==> config.mk <==
export PLATFORM = sky130hd
export DESIGN_NAME = fifo_write_serializer_flat
export DESIGN_NICKNAME = d
export VERILOG_FILES = /design/src/rtl/fifo_write_serializer_pkg.sv /design/src/rtl/fifo_write_serializer_if.sv /design/src/rtl/fifo_write_serializer.sv /design/src/flat_wrapper.sv
export SDC_FILE = /design/constraint.sdc
export NUM_CORES = 1
export LEC_CHECK = 0
export CELL_PAD_IN_SITES_DETAIL_PLACEMENT = 2
export CELL_PAD_IN_SITES_GLOBAL_PLACEMENT = 2
export CORE_MARGIN = 2
export CORE_UTILIZATION = 30
export DETAILED_ROUTE_END_ITERATION = 12
export PLACE_DENSITY = 0.74
export SKIP_LAST_GASP = 1
export SLEW_MARGIN = 20
export SYNTH_ARGS = -nofsm -noshare
export SYNTH_HDL_FRONTEND = slang
export SYNTH_SLANG_ARGS = --single-unit
==> constraint.sdc <==
create_clock -name wclk -period 1.5 [get_ports wclk]
set_input_delay 0.225 -clock wclk [delete_from_list [all_inputs] [get_ports wclk]]
set_output_delay 0.225 -clock wclk [all_outputs]
set_load 0.02 [all_outputs]
==> src/rtl/fifo_write_serializer_pkg.sv <==
// Shared types for the FIFO write serializer.
// Imported by the serializer top.
package fifo_ser_pkg;

  typedef enum logic {
    IDLE = 1'b0,
    SEND = 1'b1
  } ser_state_t;

  function automatic int beat_w(input int n);
    return (n > 2) ? $clog2(n) : 1;
  endfunction

endpackage

==> src/rtl/fifo_write_serializer_if.sv <==
// Input vector valid/ready handshake.
// master = upstream producer, slave = serializer.
interface fifo_write_serializer_if #(
  parameter int DSIZE  = 8,
  parameter int NBEATS = 4
);

  logic                    in_valid;
  logic                    in_ready;
  logic [NBEATS*DSIZE-1:0] in_data;

  modport master (
    output in_valid,
    output in_data,
    input  in_ready
  );

  modport slave (
    input  in_valid,
    input  in_data,
    output in_ready
  );

endinterface

==> src/rtl/fifo_write_serializer.sv <==
// Splits one wide vector into NBEATS FIFO words
// and drives the FIFO write port honouring wfull.
module fifo_write_serializer
  import fifo_ser_pkg::*;
#(
  parameter int DSIZE  = 8,
  parameter int NBEATS = 4,
  parameter int CNTW   = 16
) (
  input  logic                wclk,
  input  logic                wrst_n,
  fifo_write_serializer_if.slave in_if,
  input  logic                sync_clr,
  input  logic                wfull,
  output logic                winc,
  output logic [DSIZE-1:0]    wdata,
  output logic                busy,
  output logic [CNTW-1:0]     vec_cnt
);

  localparam int BW = beat_w(NBEATS);
  localparam int VW = NBEATS * DSIZE;
  localparam logic [BW-1:0] LAST = BW'(NBEATS - 1);

  ser_state_t      state_q;
  ser_state_t      state_d;
  logic [VW-1:0]   hold_q;
  logic [VW-1:0]   hold_d;
  logic [BW-1:0]   beat_q;
  logic [CNTW-1:0] cnt_q;
  logic [CNTW-1:0] cnt_d;
  logic            beat_clr;
  logic            beat_inc;
  logic            load;
  logic            last;
  logic            take;

  assign last    = (beat_q == LAST);
  assign take    = winc && !wfull;
  assign vec_cnt = cnt_q;

  always_ff @(posedge wclk or negedge wrst_n) begin
    if (!wrst_n) begin
      state_q <= IDLE;
      hold_q  <= '0;
      cnt_q   <= '0;
    end else begin
      state_q <= state_d;
      hold_q  <= hold_d;
      cnt_q   <= cnt_d;
    end
  end

  // A single-beat vector has no beat index to track.
  if (NBEATS > 1) begin : g_beat
    always_ff @(posedge wclk or negedge wrst_n) begin
      if (!wrst_n) begin
        beat_q <= '0;
      end else if (beat_clr) begin
        beat_q <= '0;
      end else if (beat_inc) begin
        beat_q <= beat_q + 1'b1;
      end
    end
  end else begin : g_beat1
    assign beat_q = '0;
  end

  always_comb begin
    state_d        = state_q;
    hold_d         = hold_q;
    cnt_d          = cnt_q;
    beat_clr       = 1'b0;
    beat_inc       = 1'b0;
    load           = 1'b0;
    winc           = 1'b0;
    busy           = 1'b0;
    wdata          = '0;
    in_if.in_ready = 1'b0;

    unique case (1'b1)
      (state_q == IDLE): begin
        in_if.in_ready = !sync_clr;
      end
      (state_q == SEND): begin
        winc  = 1'b1;
        busy  = 1'b1;
        wdata = hold_q[beat_q*DSIZE +: DSIZE];
        // ready only when the last beat leaves now
        in_if.in_ready = last && !wfull && !sync_clr;
      end
      default: ;
    endcase

    if (sync_clr) begin
      state_d  = IDLE;
      beat_clr = 1'b1;
    end else if (state_q == IDLE) begin
      load = in_if.in_valid;
    end else if (take) begin
      if (last) begin
        cnt_d   = cnt_q + 1'b1;
        load    = in_if.in_valid;
        state_d = IDLE;
      end else begin
        beat_inc = 1'b1;
      end
    end

    if (load) begin
      hold_d   = in_if.in_data;
      state_d  = SEND;
      beat_clr = 1'b1;
    end
  end

endmodule

==> src/flat_wrapper.sv <==
// flat-port wrapper written by rule: the top's interface ports become plain ports
module fifo_write_serializer_flat import fifo_ser_pkg::*;
#(
  parameter int DSIZE  = 8,
  parameter int NBEATS = 4,
  parameter int CNTW   = 16
)
  (wclk, wrst_n, sync_clr, wfull, winc, wdata, busy, vec_cnt, in_if_in_valid, in_if_in_data, in_if_in_ready);
  fifo_write_serializer_if #(.DSIZE(DSIZE), .NBEATS(NBEATS)) in_if_i ();
  input  logic wclk;
  input  logic wrst_n;
  input  logic sync_clr;
  input  logic wfull;
  output logic winc;
  output logic [DSIZE-1:0] wdata;
  output logic busy;
  output logic [CNTW-1:0] vec_cnt;
  input wire logic [$bits(in_if_i.in_valid)-1:0] in_if_in_valid;
  input wire logic [$bits(in_if_i.in_data)-1:0] in_if_in_data;
  output wire logic [$bits(in_if_i.in_ready)-1:0] in_if_in_ready;
  assign in_if_i.in_valid = in_if_in_valid;
  assign in_if_i.in_data = in_if_in_data;
  assign in_if_in_ready = in_if_i.in_ready;
  fifo_write_serializer #(.DSIZE(DSIZE), .NBEATS(NBEATS), .CNTW(CNTW)) u_core (.wclk(wclk), .wrst_n(wrst_n), .in_if(in_if_i), .sync_clr(sync_clr), .wfull(wfull), .winc(winc), .wdata(wdata), .busy(busy), .vec_cnt(vec_cnt));
endmodule
# After elaboration in Yosys (flattened, before gate mapping)
# Index checks and enable logic that the tools add are counted.
[op_classes]
bitwise = 2
n_reduce_logical = 7
eq_ne = 1
shifts = 1
add_sub_neg = 2
mux = 19
[ops]
columns = ["cell", "n"]
rows = [
  ["32-bit by 6-bit variable part select with 8-bit output", 1],
  ["16-bit by 1-bit adder with 16-bit output, second input constant", 1],
  ["1-bit two-way mux", 15],
  ["8-bit two-way mux", 1],
  ["2-bit two-way mux", 2],
  ["4-bit AND reduction", 1],
  ["1-bit logical AND", 3],
  ["2-bit by 1-bit adder with 2-bit output, second input constant", 1],
  ["2-bit equality test, second input constant", 1],
  ["1-bit zero test", 2],
  ["1-bit NOT", 2],
  ["1-bit case mux with 2 select lines", 1],
  ["2-bit nonzero test", 1],
]
[totals]
out_inout_bits = 27
ff_bits = 51
wordCells = 36

# Logic depth before layout (Yosys ltp)
# Gate-level depths: netlist (run 1).
[depth]
ltp_word = 7
mapped_depth = 7

# Least setup slack after synthesis (run 1)
# Ideal clock, no wire load.
[synth_path]
path_type = "flip-flop to flip-flop"
startpoint = "reg u_core.beat_q[0]"
endpoint = "reg u_core.hold_q[0]"
setup_ns = 0.125
required_ns = 1.375
path_buffers = 2
path_slack_ns = -0.370
arrival_ns = 1.745
stages_incl_launch_ff = 8
cell_sequence = "dfrtp_1 > ha_1 > nand2b_1 > a21oi_1 > and2_1 > buf_6 > buf_12 > mux2_4"
[synth_between]
elab_chain_cells = 5
[synth_lines]
columns = ["element", "line_no", "source"]
rows = [
  ["start, declared", "fifo_write_serializer.sv:29", "logic [BW-1:0] beat_q;"],
  ["start signal, assigned", "fifo_write_serializer.sv:62", "beat_q <= beat_q + 1'b1;"],
  ["2-bit equality test", "fifo_write_serializer.sv:38", "assign last = (beat_q == LAST);"],
  ["1-bit two-way mux", "fifo_write_serializer.sv:101", "if (last) begin"],
  ["1-bit two-way mux", "fifo_write_serializer.sv:100", "end else if (take) begin"],
  ["1-bit two-way mux", "fifo_write_serializer.sv:98", "end else if (state_q == IDLE) begin"],
  ["1-bit two-way mux", "fifo_write_serializer.sv:95", "if (sync_clr) begin"],
  ["end signal, assigned", "fifo_write_serializer.sv:49", "hold_q <= hold_d;"],
  ["end, declared", "fifo_write_serializer.sv:27", "logic [VW-1:0] hold_q;"],
]
# Every way passes these cells.
# A chain may end at the register's enable or synchronous reset.

# Worst setup path in the final report (run 1)
[layout_path]
startpoint = "reg u_core.beat_q[0]"
endpoint = "reg u_core.hold_q[1]"
# Same word-level chain as after synthesis.

==> metrics, run 1 <==
pin count of the biggest net entering global routing=39; HPWL after detailed placement=4540 um; Clock Skew=roughly 0.0048 ns; Tmin final=approximately 1.9 ns; Critical Path Source Type=flop; placer congestion estimate=between 0.7 and 0.8; share of layout cells above drive strength 1=50.0%; register area=1280 um2; MaxCap Viol Count=0; clock-pin slew on the worst setup and hold paths=0.09 ns; multi-input logic area=around 1300 um2; nets=~300; Post-synth EDFFs=0; most frequent cells in the layout=dfrtp_1, clkdlybuf4s50_1, mux2_4; Worst VDD drop=approximately 0.36 mV; port buffer count=between 60 and 70; power per cell area=roughly 850 nW/um2; PnR worst setup slack=-0.354 ns; clk sinks=between 50 and 60; Inserted Clock Buffers=5; status=finished, violations left; RSZ-0062 raised after global routing=yes; # DRC=0; Leakage Power=1.81 nW; max incr delay on CP=around 0.38 ns; post-DR wirelength/cell=approximately 18 um; post-synthesis cell area=around 2500 um2; maximum clock rate=539 MHz; Area Overhead vs Synth=54.8%; Slew HR=61.9%; Core Area=~8200 um2; Required @ worst endpoint=1.69 ns; clock root buffer=clkbuf_8; Syn Area/Cell=roughly 15 um2; Final TNS setup=-16.22 ns; global route total overflow=0; I/O pins=between 60 and 70; pre-CTS WS=-0.454 ns; CP Cell Sequence=buf_6 > buf_6 > ha_4 > nand2b_4 > a21oi_4 > and2_4 > buf_12 > buf_12 > mux2_4; Final Hold Viols=0; Antenna Nets Post-Route=0; Post-synth ARST share=between 90% and 100%; Die Ht=about 96 um; FF+latch count, synth=51; first-pass detailed-route iteration total=3; YS warnings=0; post-synth cell types=31; vias=1750; Total GRT Usage=~16%; initial antenna violation count=0; die area=9140 um2; failing checks=setup timing; top_reg_cell synth=dfrtp_1; commonest non-fill, non-tap cell in the layout=dfrtp_1; proportion of netlist area held by the largest area contributor=approximately half; CP max-delay cell=dfrtp_1; vias in the first global route=about 2000; Hold/Removal Path Class=input port to asynchronous set/reset pin; First DRT Iteration DRCs=13; CTS tree=done; ant diodes=0; Worst Path Max Fanout=8; Worst-Margin Slew=~0.57 ns; Max Root-Sink Buffers=2; crit end category=flop; synthesized instance count=between 150 and 200; post-synthesis sequential area ratio=between 50 and 60%; period utilization=124%; Synth area leaders=dfrtp_1, mux2_4, mux4_2; final setup fails=between 50 and 60; Slew Limit Fails=0; # H-tree levels=2; first-pass GRT wire length=approximately 11000 um; die width=about 96 um; Worst EP arrival=between 2 and 2.5 ns; WP buf/inv=4; worst hold slack=between 0.3 and 0.4 ns; leading area contributor after synthesis=dfrtp_1; Clock Latency Late Sink=~0.3 ns; Fillers=about 800; Post-Syn Nets=~210; Row Count=33; kind of critical path=flop to flop; crit-path leading delay family=buffers and inverters; Util after Layout=between 40 and 50%; Post-Route WL=6770 um; starting density of the core=a little under a third; vias per cell=4.69; total power=between 3 and 4 mW
-- cells in the mapped netlist (2+ instances only) --
master	instances
a211oi_1	2
a21oi_1	2
and2_1	10
and3_1	2
buf_12	3
buf_6	2
clkbuf_1	2
dfrtp_1	51
ha_1	2
inv_1	4
mux2_2	3
mux2_4	30
mux4_2	8
nand2_1	5
nand3_1	3
nand4_2	2
nor2_1	5
nor3_1	2
nor4_2	2
xnor2_1	9
xor2_1	7
-- power breakdown --
group / total, mW / switching, mW / internal (mW)
Clock: 0.806 / 0.442 / 0.363
Sequential: 1.65 / 0.108 / 1.54
Combinational: 0.841 / 0.255 / 0.586
Total: 3.30 / 0.805 / 2.49
-- stage by stage --
step / area, um2 / cells
finish: 3900 / 373
global route: 3900 / 373
CTS: 3810 / 367
detailed placement: 3440 / 352
global placement: 3440 / 352
floorplan: 2540 / 166
-- worst reg2reg max path: cells and delay by family (launching register included) --
kind	cells	cell delay, ns
compound gates	1	0.12
fa+ha+maj	1	0.15
buf+inv	4	0.54
flops	1	0.38
mux	1	0.31
simple gates	2	0.26
-- cells by family after synthesis --
| logic type | after synthesis | synth area share (%) |
|---|---|---|
| AO/OA/AOI/OAI | 4 | 0.994 |
| XOR/XNOR | 16 | 5.57 |
| adder cells (fa/ha/maj) | 2 | 0.994 |
| buffers and inverters | 13 | 4.67 |
| flip-flops | 51 | 50.7 |
| multiplexers | 42 | 26.8 |
| AND/OR/NAND/NOR | 38 | 10.3 |
-- state kept, by name (all words and copies together) (netlist names) --
register and count:
u_core.vec_cnt 16, u_core.beat_q 2, u_core.state_q 1, u_core.hold_q 32
-- layout make-up --
cell class                      instances  area share [%]
Multi-Input combinational cell        102            34.2
Clock buffer                            6            2.12
Clock inverter                          1           0.128
Tap cell                              105            3.37
Sequential cell                        51            32.8
Inverter                                4           0.385
Timing Repair Buffer                  104            27.0
-- path summary, 6_finish.rpt --
| kind | from | endpoint | slack [ns] | cells after the start |
|---|---|---|---|---|
| setup / recovery | u_core.beat_q[0] | u_core.hold_q[1] | -0.35 | 9 |
| hold / removal | wrst_n | u_core.vec_cnt[7] | 0.37 | 2 |
| setup reg to reg | u_core.beat_q[0] | u_core.hold_q[1] | -0.35 | 9 |
| hold reg to reg | u_core.vec_cnt[15] | u_core.vec_cnt[15] | 0.48 | 1 |
| max in group asynchronous | wrst_n | u_core.beat_q[1] | 0.60 | 3 |
| min in group wclk | u_core.vec_cnt[15] | u_core.vec_cnt[15] | 0.48 | 1 |
-- layer usage --
metal,up-vias,global-route usage (%),share of wire [%]
li1,786,-,-
met5,-,0,0
met4,0,3.21,0.87
met3,7,5.06,5.5
met2,47,27.8,52
met1,910,19.3,41
-- repair_timing --
item | CTS | global route
buffers inserted | 6 | 7
cloned | 2 | 0
hold endpoints to repair | 13 | 0
resized for setup | 118 | 12
pin swaps | 26 | 5
hold buffers | 1 | 0
endpoints found under the setup margin | 77 | 61
No activity file was read; power rests on OpenSTA's default activity.
==> run 2: changes to the inputs <==
SLEW_MARGIN = not set   (was 20)
clock period = 1.7 ns   (was 1.5 ns; I/O delays follow)
==> run 2 against run 1 <==
Effect of this change:
- the run still ends with setup timing left
- core utilization increased by 1.4 points
- routed wire length decreased by 1.3%
- global-route usage down 0.71 points
- sequential share of layout area fell by 0.92 points
- setup slack better by 0.12 ns
- first-iteration DRC count rose by 140%
==> metrics, run 2 (synthesis gave the netlist of run 1 again) <==
status=finished, violations left (unchanged); failing checks=setup timing (unchanged); port buffer count=63 (unchanged); Row Count=33 (unchanged); First DRT Iteration DRCs=31 (was 13); crit end category=flop (unchanged); die area=9140 um2 (unchanged); WP buf/inv=3 (was 4); Finished Layout Cells=386 (was 373); die width=95.6 um (unchanged); CTS tree=done (unchanged); Largest register FFs=32 (unchanged); final setup fails=54 (was 59); flop2flop setup slack=-0.23 ns (was -0.35 ns); CP max-delay cell=dfrtp_1 (unchanged); post-DR wirelength/cell=17.3 um (was 18.1 um); placer congestion estimate=0.732 (was 0.724); first-pass GRT wire length=10500 um (was 10700 um); CP Cell Sequence=buf_6 > buf_6 > ha_4 > nand2b_4 > a21oi_4 > and2_4 > clkbuf_16 > mux2_4 (was buf_6 > buf_6 > ha_4 > nand2b_4 > a21oi_4 > and2_4 > buf_12 > buf_12 > mux2_4); pin count of the biggest net entering global routing=36 (was 39); Required @ worst endpoint=1.90 ns (was 1.69 ns); Core Area=8180 um2 (unchanged); Clock Latency Late Sink=0.31 ns (was 0.30 ns); Post-Route WL=6680 um (was 6770 um); nets=319 (was 307); Inst Count DP=364 (was 352); commonest non-fill, non-tap cell in the layout=dfrtp_1 (unchanged); RSZ-0062 raised after global routing=yes (unchanged); Worst Path Max Fanout=7 (was 8); clock root buffer=clkbuf_8 (unchanged); initial antenna violation count=0 (unchanged); starting density of the core=30.8% (unchanged); HPWL after detailed placement=4630 um (was 4540 um); vias per cell=4.56 (was 4.69); Antenna Nets Post-Route=0 (unchanged); Slew Limit Fails=0 (unchanged); crit-path leading delay family=buffers and inverters (unchanged); # H-tree levels=2 (unchanged); Reg power frac=46.0% (was 50.1%); PnR worst setup slack=-0.232 ns (was -0.354 ns); Total GRT Usage=15.2% (was 15.9%); Int Power=2.42 mW (was 2.49 mW); Slew HR=64.5% (was 61.9%); max incr delay on CP=0.41 ns (was 0.38 ns); Worst VDD drop=0.348 mV (was 0.360 mV); Worst EP arrival=2.13 ns (was 2.04 ns); Tmin final=1.93 ns (was 1.85 ns); vias in the first global route=1958 (was 1997); Leakage Power=1.87 nW (was 1.81 nW); Sw Share=23.7% (was 24.4%); I/O pins=64 (unchanged); Die Ht=95.6 um (unchanged); # DRC=0 (unchanged); power per cell area=789 nW/um2 (was 846 nW/um2); net load switching power=0.748 mW (was 0.805 mW); Max Root-Sink Buffers=2 (unchanged); ant diodes=0 (unchanged); Critical Path Source Type=flop (unchanged); clock-pin slew on the worst setup and hold paths=0.10 ns (was 0.09 ns); global route total overflow=0 (unchanged); largest reg by FF count=u_core.hold_q (unchanged); Worst-Margin Slew=0.531 ns (was 0.570 ns); Clock Skew=0.0130 ns (was 0.00477 ns); kind of critical path=flop to flop (unchanged); vias=1761 (was 1750); share of layout cells above drive strength 1=50.2% (was 50.0%); period utilization=114% (was 124%); MaxCap Viol Count=0 (unchanged); Clk pwr share=28.4% (was 24.4%); worst hold slack=0.412 ns (was 0.370 ns); most used cell, CP=buf_6; Comb power frac=25.7% (was 25.5%); first-pass detailed-route iteration total=2 (was 3); most frequent cells in the layout=dfrtp_1, clkdlybuf4s50_1, buf_4 (was dfrtp_1, clkdlybuf4s50_1, mux2_4); Final Hold Viols=0 (unchanged); Inserted Clock Buffers=5 (unchanged); clk sinks=51 (unchanged); Area Overhead vs Synth=59.2% (was 54.8%); Final TNS setup=-8.89 ns (was -16.22 ns); maximum clock rate=518 MHz (was 539 MHz); Hold/Removal Path Class=input port to asynchronous set/reset pin (unchanged)
run 2: changes by cell type in the layout (fill, tap and decap cells not counted), sizes merged:
cell,change
buf,+10
bufinv,+1
clkbuf,+2
clkdlybuf4s15,-2
clkdlybuf4s50,+14
dlygate4sd2,-14
dlymetal6s2s,+2
run 2: area by class of cell:
type                       count  area, um2
fill                         787       4170
multi-input combinational    102       1290
sequential                    51       1280
timing repair buffer         116       1180
tap                          105        131
clock buffer                   6       82.6
clock inverter                 2       35.0
inverter                       4       15.0
run 2: power by group through the flow:
| stage | Combinational [mW] | Sequential, mW | Clock [mW] |
|---|---|---|---|
| floorplan | 0.382 | 1.44 | 0 |
| global route | 0.871 | 1.47 | 0.974 |
| global placement | 0.715 | 1.47 | 0 |
| CTS | 0.794 | 1.45 | 0.929 |
| detailed placement | 0.744 | 1.47 | 0 |
| finish | 0.813 | 1.45 | 0.897 |
run 2: per-layer routing:
layer / GRT usage (%) / part of all wire, % / wire (um)
met5: 0 / 0 / 0
met4: 2.14 / 0.66 / 44
met3: 3.48 / 4.4 / 296
met2: 26.9 / 53 / 3520
met1: 19.4 / 42 / 2820
run 2: final timing paths:
| kind | from | endpoint | cells past startpoint |
|---|---|---|---|
| worst min register to register | u_core.vec_cnt[15] | u_core.vec_cnt[15] | 1 |
| worst max register to register | u_core.beat_q[0] | u_core.hold_q[12] | 8 |
| max in group asynchronous | wrst_n | u_core.hold_q[13] | 3 |
| min in group wclk | u_core.vec_cnt[15] | u_core.vec_cnt[15] | 1 |
| worst max-delay path | u_core.beat_q[0] | u_core.hold_q[12] | 8 |
| worst min-delay path | wrst_n | u_core.vec_cnt[14] | 2 |
run 2: through the flow:
step	utilization, %	instance area, um2	worst slack, ns	power (mW)
final	49.0	4010	-0.232	3.16
after global routing	49.0	4010	-0.294	3.32
after CTS	46.2	3780	-0.238	3.18
after detailed placement	43.0	3510	-0.317	2.21
after global placement	43.0	3510	-0.253	2.18
after floorplan	-	2530	0.00636	1.82
run 2: what timing repair did:
| item | 4_1_cts | 5_1_grt |
|---|---|---|
| buffers inserted | 3 | 8 |
| pin swaps | 10 | 15 |
| gates resized for setup | 78 | 29 |
| cloned | 1 | 2 |
| endpoints found under the setup margin | 57 | 57 |
| endpoints found under the hold margin | 16 | 0 |
| hold buffers | 1 | 0 |
run 2: worst register-to-register path: stages, from the launching register on:
cell and delay (ns):
dfrtp_1 0.41, buf_6 0.16, buf_6 0.11, ha_4 0.15, nand2b_4 0.07, a21oi_4 0.14
and2_4 0.29, clkbuf_16 0.20, mux2_4 0.30
==> run 3: changes to the inputs <==
PLACE_DENSITY = 0.75   (was 0.74)
==> run 3 against run 2 <==
Effect of this change:
- the flow still finishes with violations (setup timing)
- global-route usage increased by 1.5 points
- non-clock buffer count decreased by 4
- critical path depth decreased by 3
- combinational power increased by 0.7%
- via count increased by 1.6%
- cell area decreased by 0.75%
- clock power decreased by 20%
- critical path type is now flop to primary output
- critical endpoint is now wdata[3]
- largest cell class unchanged
- largest power group unchanged
- highest routed layer unchanged
==> metrics, run 3 (synthesis gave the netlist of run 1 again) <==
status=finished, violations left (unchanged); failing checks=setup timing (unchanged); period utilization=118% (was 114%); Worst Path Max Fanout=3 (was 7); vias per cell=4.69 (was 4.56); Tmin final=2.00 ns (was 1.93 ns); Inserted Clock Buffers=5 (unchanged); MaxCap Viol Count=0 (unchanged); crit end category=primary output (was flop); starting density of the core=30.8% (unchanged); Reg2Reg Depth=9 (was 8); first-pass detailed-route iteration total=3 (was 2); Max Root-Sink Buffers=2 (unchanged); clk sinks=51 (unchanged); RSZ-0062 raised after global routing=yes (unchanged); Die Ht=95.6 um (unchanged); Slew Limit Fails=0 (unchanged); Critical Path Source Type=flop (unchanged); share of layout cells above drive strength 1=51.3% (was 50.2%); max incr delay on CP=0.50 ns (was 0.41 ns); Finished Layout Cells=382 (was 386); PnR worst setup slack=-0.303 ns (was -0.232 ns); I/O pins=64 (unchanged); First DRT Iteration DRCs=43 (was 31); maximum clock rate=499 MHz (was 518 MHz); most used cell, CP=buf_6 (unchanged); Row Count=33 (unchanged); Worst-Margin Slew=0.498 ns (was 0.531 ns); largest reg by FF count=u_core.hold_q (unchanged); Total GRT Usage=16.7% (was 15.2%); clock-pin slew on the worst setup and hold paths=0.10 ns (about the same); Hold/Removal Path Class=flop to flop (was input port to asynchronous set/reset pin); kind of critical path=flop to primary output (was flop to flop); CP Cell Sequence=buf_6 > buf_6 > mux4_2 > and2_4 > buf_6 (was buf_6 > buf_6 > ha_4 > nand2b_4 > a21oi_4 > and2_4 > clkbuf_16 > mux2_4); Fillers=794 (was 787); Inst Count DP=361 (was 364); CP max-delay cell=mux4_2 (was dfrtp_1); total power=2.99 mW (was 3.16 mW); Final TNS setup=-7.33 ns (was -8.89 ns); CTS tree=done (unchanged); Int Power=2.21 mW (was 2.42 mW); Sw Share=26.0% (was 23.7%); final setup fails=44 (was 54); Critical Path Stages=5 (was 8); vias=1790 (was 1761); Comb power frac=27.4% (was 25.7%); Required @ worst endpoint=1.44 ns (was 1.90 ns); nets=315 (was 319); Util after Layout=48.7% (was 49.0%); Slew HR=66.7% (was 64.5%); Area Overhead vs Synth=58.1% (was 59.2%); # H-tree levels=2 (unchanged); placer congestion estimate=0.748 (was 0.732); Post-Route WL=7320 um (was 6680 um); HPWL after detailed placement=4420 um (was 4630 um); Largest register FFs=32 (unchanged); pin count of the biggest net entering global routing=52 (was 36); vias in the first global route=2085 (was 1958); WP buf/inv=3 (unchanged); clock root buffer=clkbuf_8 (unchanged); Clk pwr share=24.1% (was 28.4%); Worst VDD drop=0.382 mV (was 0.348 mV); Final Hold Viols=0 (unchanged); most frequent cells in the layout=dfrtp_1, clkdlybuf4s50_1, mux2_4 (was dfrtp_1, clkdlybuf4s50_1, buf_4); Clock Latency Late Sink=0.31 ns (about the same); Leakage Power=1.83 nW (was 1.87 nW); Core Area=8180 um2 (unchanged); Reg power frac=48.6% (was 46.0%); die area=9140 um2 (unchanged); crit-path leading delay family=multiplexers (was buffers and inverters); die width=95.6 um (unchanged); # DRC=0 (unchanged); initial antenna violation count=0 (unchanged); Design Area, Final=3980 um2 (was 4010 um2); hold path cells=1; Placed Area=3490 um2 (was 3510 um2); pre-CTS WS=-0.305 ns (was -0.317 ns); ant diodes=0 (unchanged); first-pass GRT wire length=11300 um (was 10500 um); Antenna Nets Post-Route=0 (unchanged); port buffer count=63 (unchanged); power per cell area=752 nW/um2 (was 789 nW/um2); net load switching power=0.779 mW (was 0.748 mW); worst hold slack=0.473 ns (was 0.412 ns); commonest non-fill, non-tap cell in the layout=dfrtp_1 (unchanged); Worst EP arrival=1.75 ns (was 2.13 ns); post-DR wirelength/cell=19.2 um (was 17.3 um); Clock Skew=0.00505 ns (was 0.0130 ns); global route total overflow=0 (unchanged)
-- run 3: cell count changes in the layout (fill, tap and decap cells not counted), moves of 2 or more --
cell       previous run  this run
buf_4                35        32
xnor2_2               1         3
xnor2_1               8         6
a211oi_2              0         2
clkbuf_16             2         0
a211oi_1              2         0
buf_12                3         5
clkinv_2              1         3
-- run 3: worst paths after layout --
kind / startpoint / to / slack, ns
max: u_core.beat_q[0] / wdata[3] / -0.30
min: u_core.vec_cnt[15] / u_core.vec_cnt[15] / 0.47
max reg2reg: u_core.beat_q[0] / u_core.beat_q[1] / -0.21
min reg2reg: u_core.vec_cnt[15] / u_core.vec_cnt[15] / 0.47
max in group asynchronous: wrst_n / u_core.hold_q[15] / 0.99
min in group asynchronous: wrst_n / u_core.vec_cnt[3] / 0.48
-- run 3: power groups by stage --
stage          sequential [mW]  clock [mW]  combinational (mW)
5_1_grt                   1.47       0.789               0.871
4_1_cts                   1.45       0.731               0.808
3_5_place_dp              1.47           0               0.730
3_3_place_gp              1.46           0               0.704
2_1_floorplan             1.44           0               0.382
6_report                  1.45       0.720               0.819
-- run 3: area by class of cell --
cell class                      count  area, um2  share of cell area [%]
Inverter                            4       15.0                   0.377
Sequential cell                    51       1280                    32.1
Tap cell                          105        131                    3.30
Multi-Input combinational cell    102       1330                    33.4
Timing Repair Buffer              112       1140                    28.7
Clock inverter                      3       15.0                   0.377
Clock buffer                        5       68.8                    1.73
-- run 3: timing repair --
action	4_1_cts	5_1_grt
hold buffers	1	0
gates cloned	3	0
pin swaps	11	18
endpoints found under the setup margin	49	58
buffers inserted	7	5
hold endpoints to repair	51	0
resized for setup	78	34
-- run 3: layer usage --
metal / vias to the layer above / GRT usage [%] / part of all wire (%)
met5: - / 0 / 0
met4: 0 / 3.21 / 0.78
met3: 6 / 4.19 / 4.8
met2: 54 / 30.1 / 53
met1: 927 / 20.2 / 41
li1: 803 / - / -
-- run 3: worst reg2reg max path: cells and delay by family, from the launching register on --
kind,cells,cell delay (ns)
buffers and inverters,5,0.67
DFF,1,0.43
muxes,1,0.24
and+or+nand+nor,1,0.23
adders and majority gates,1,0.16
AOI/OAI and AO/OA,1,0.07
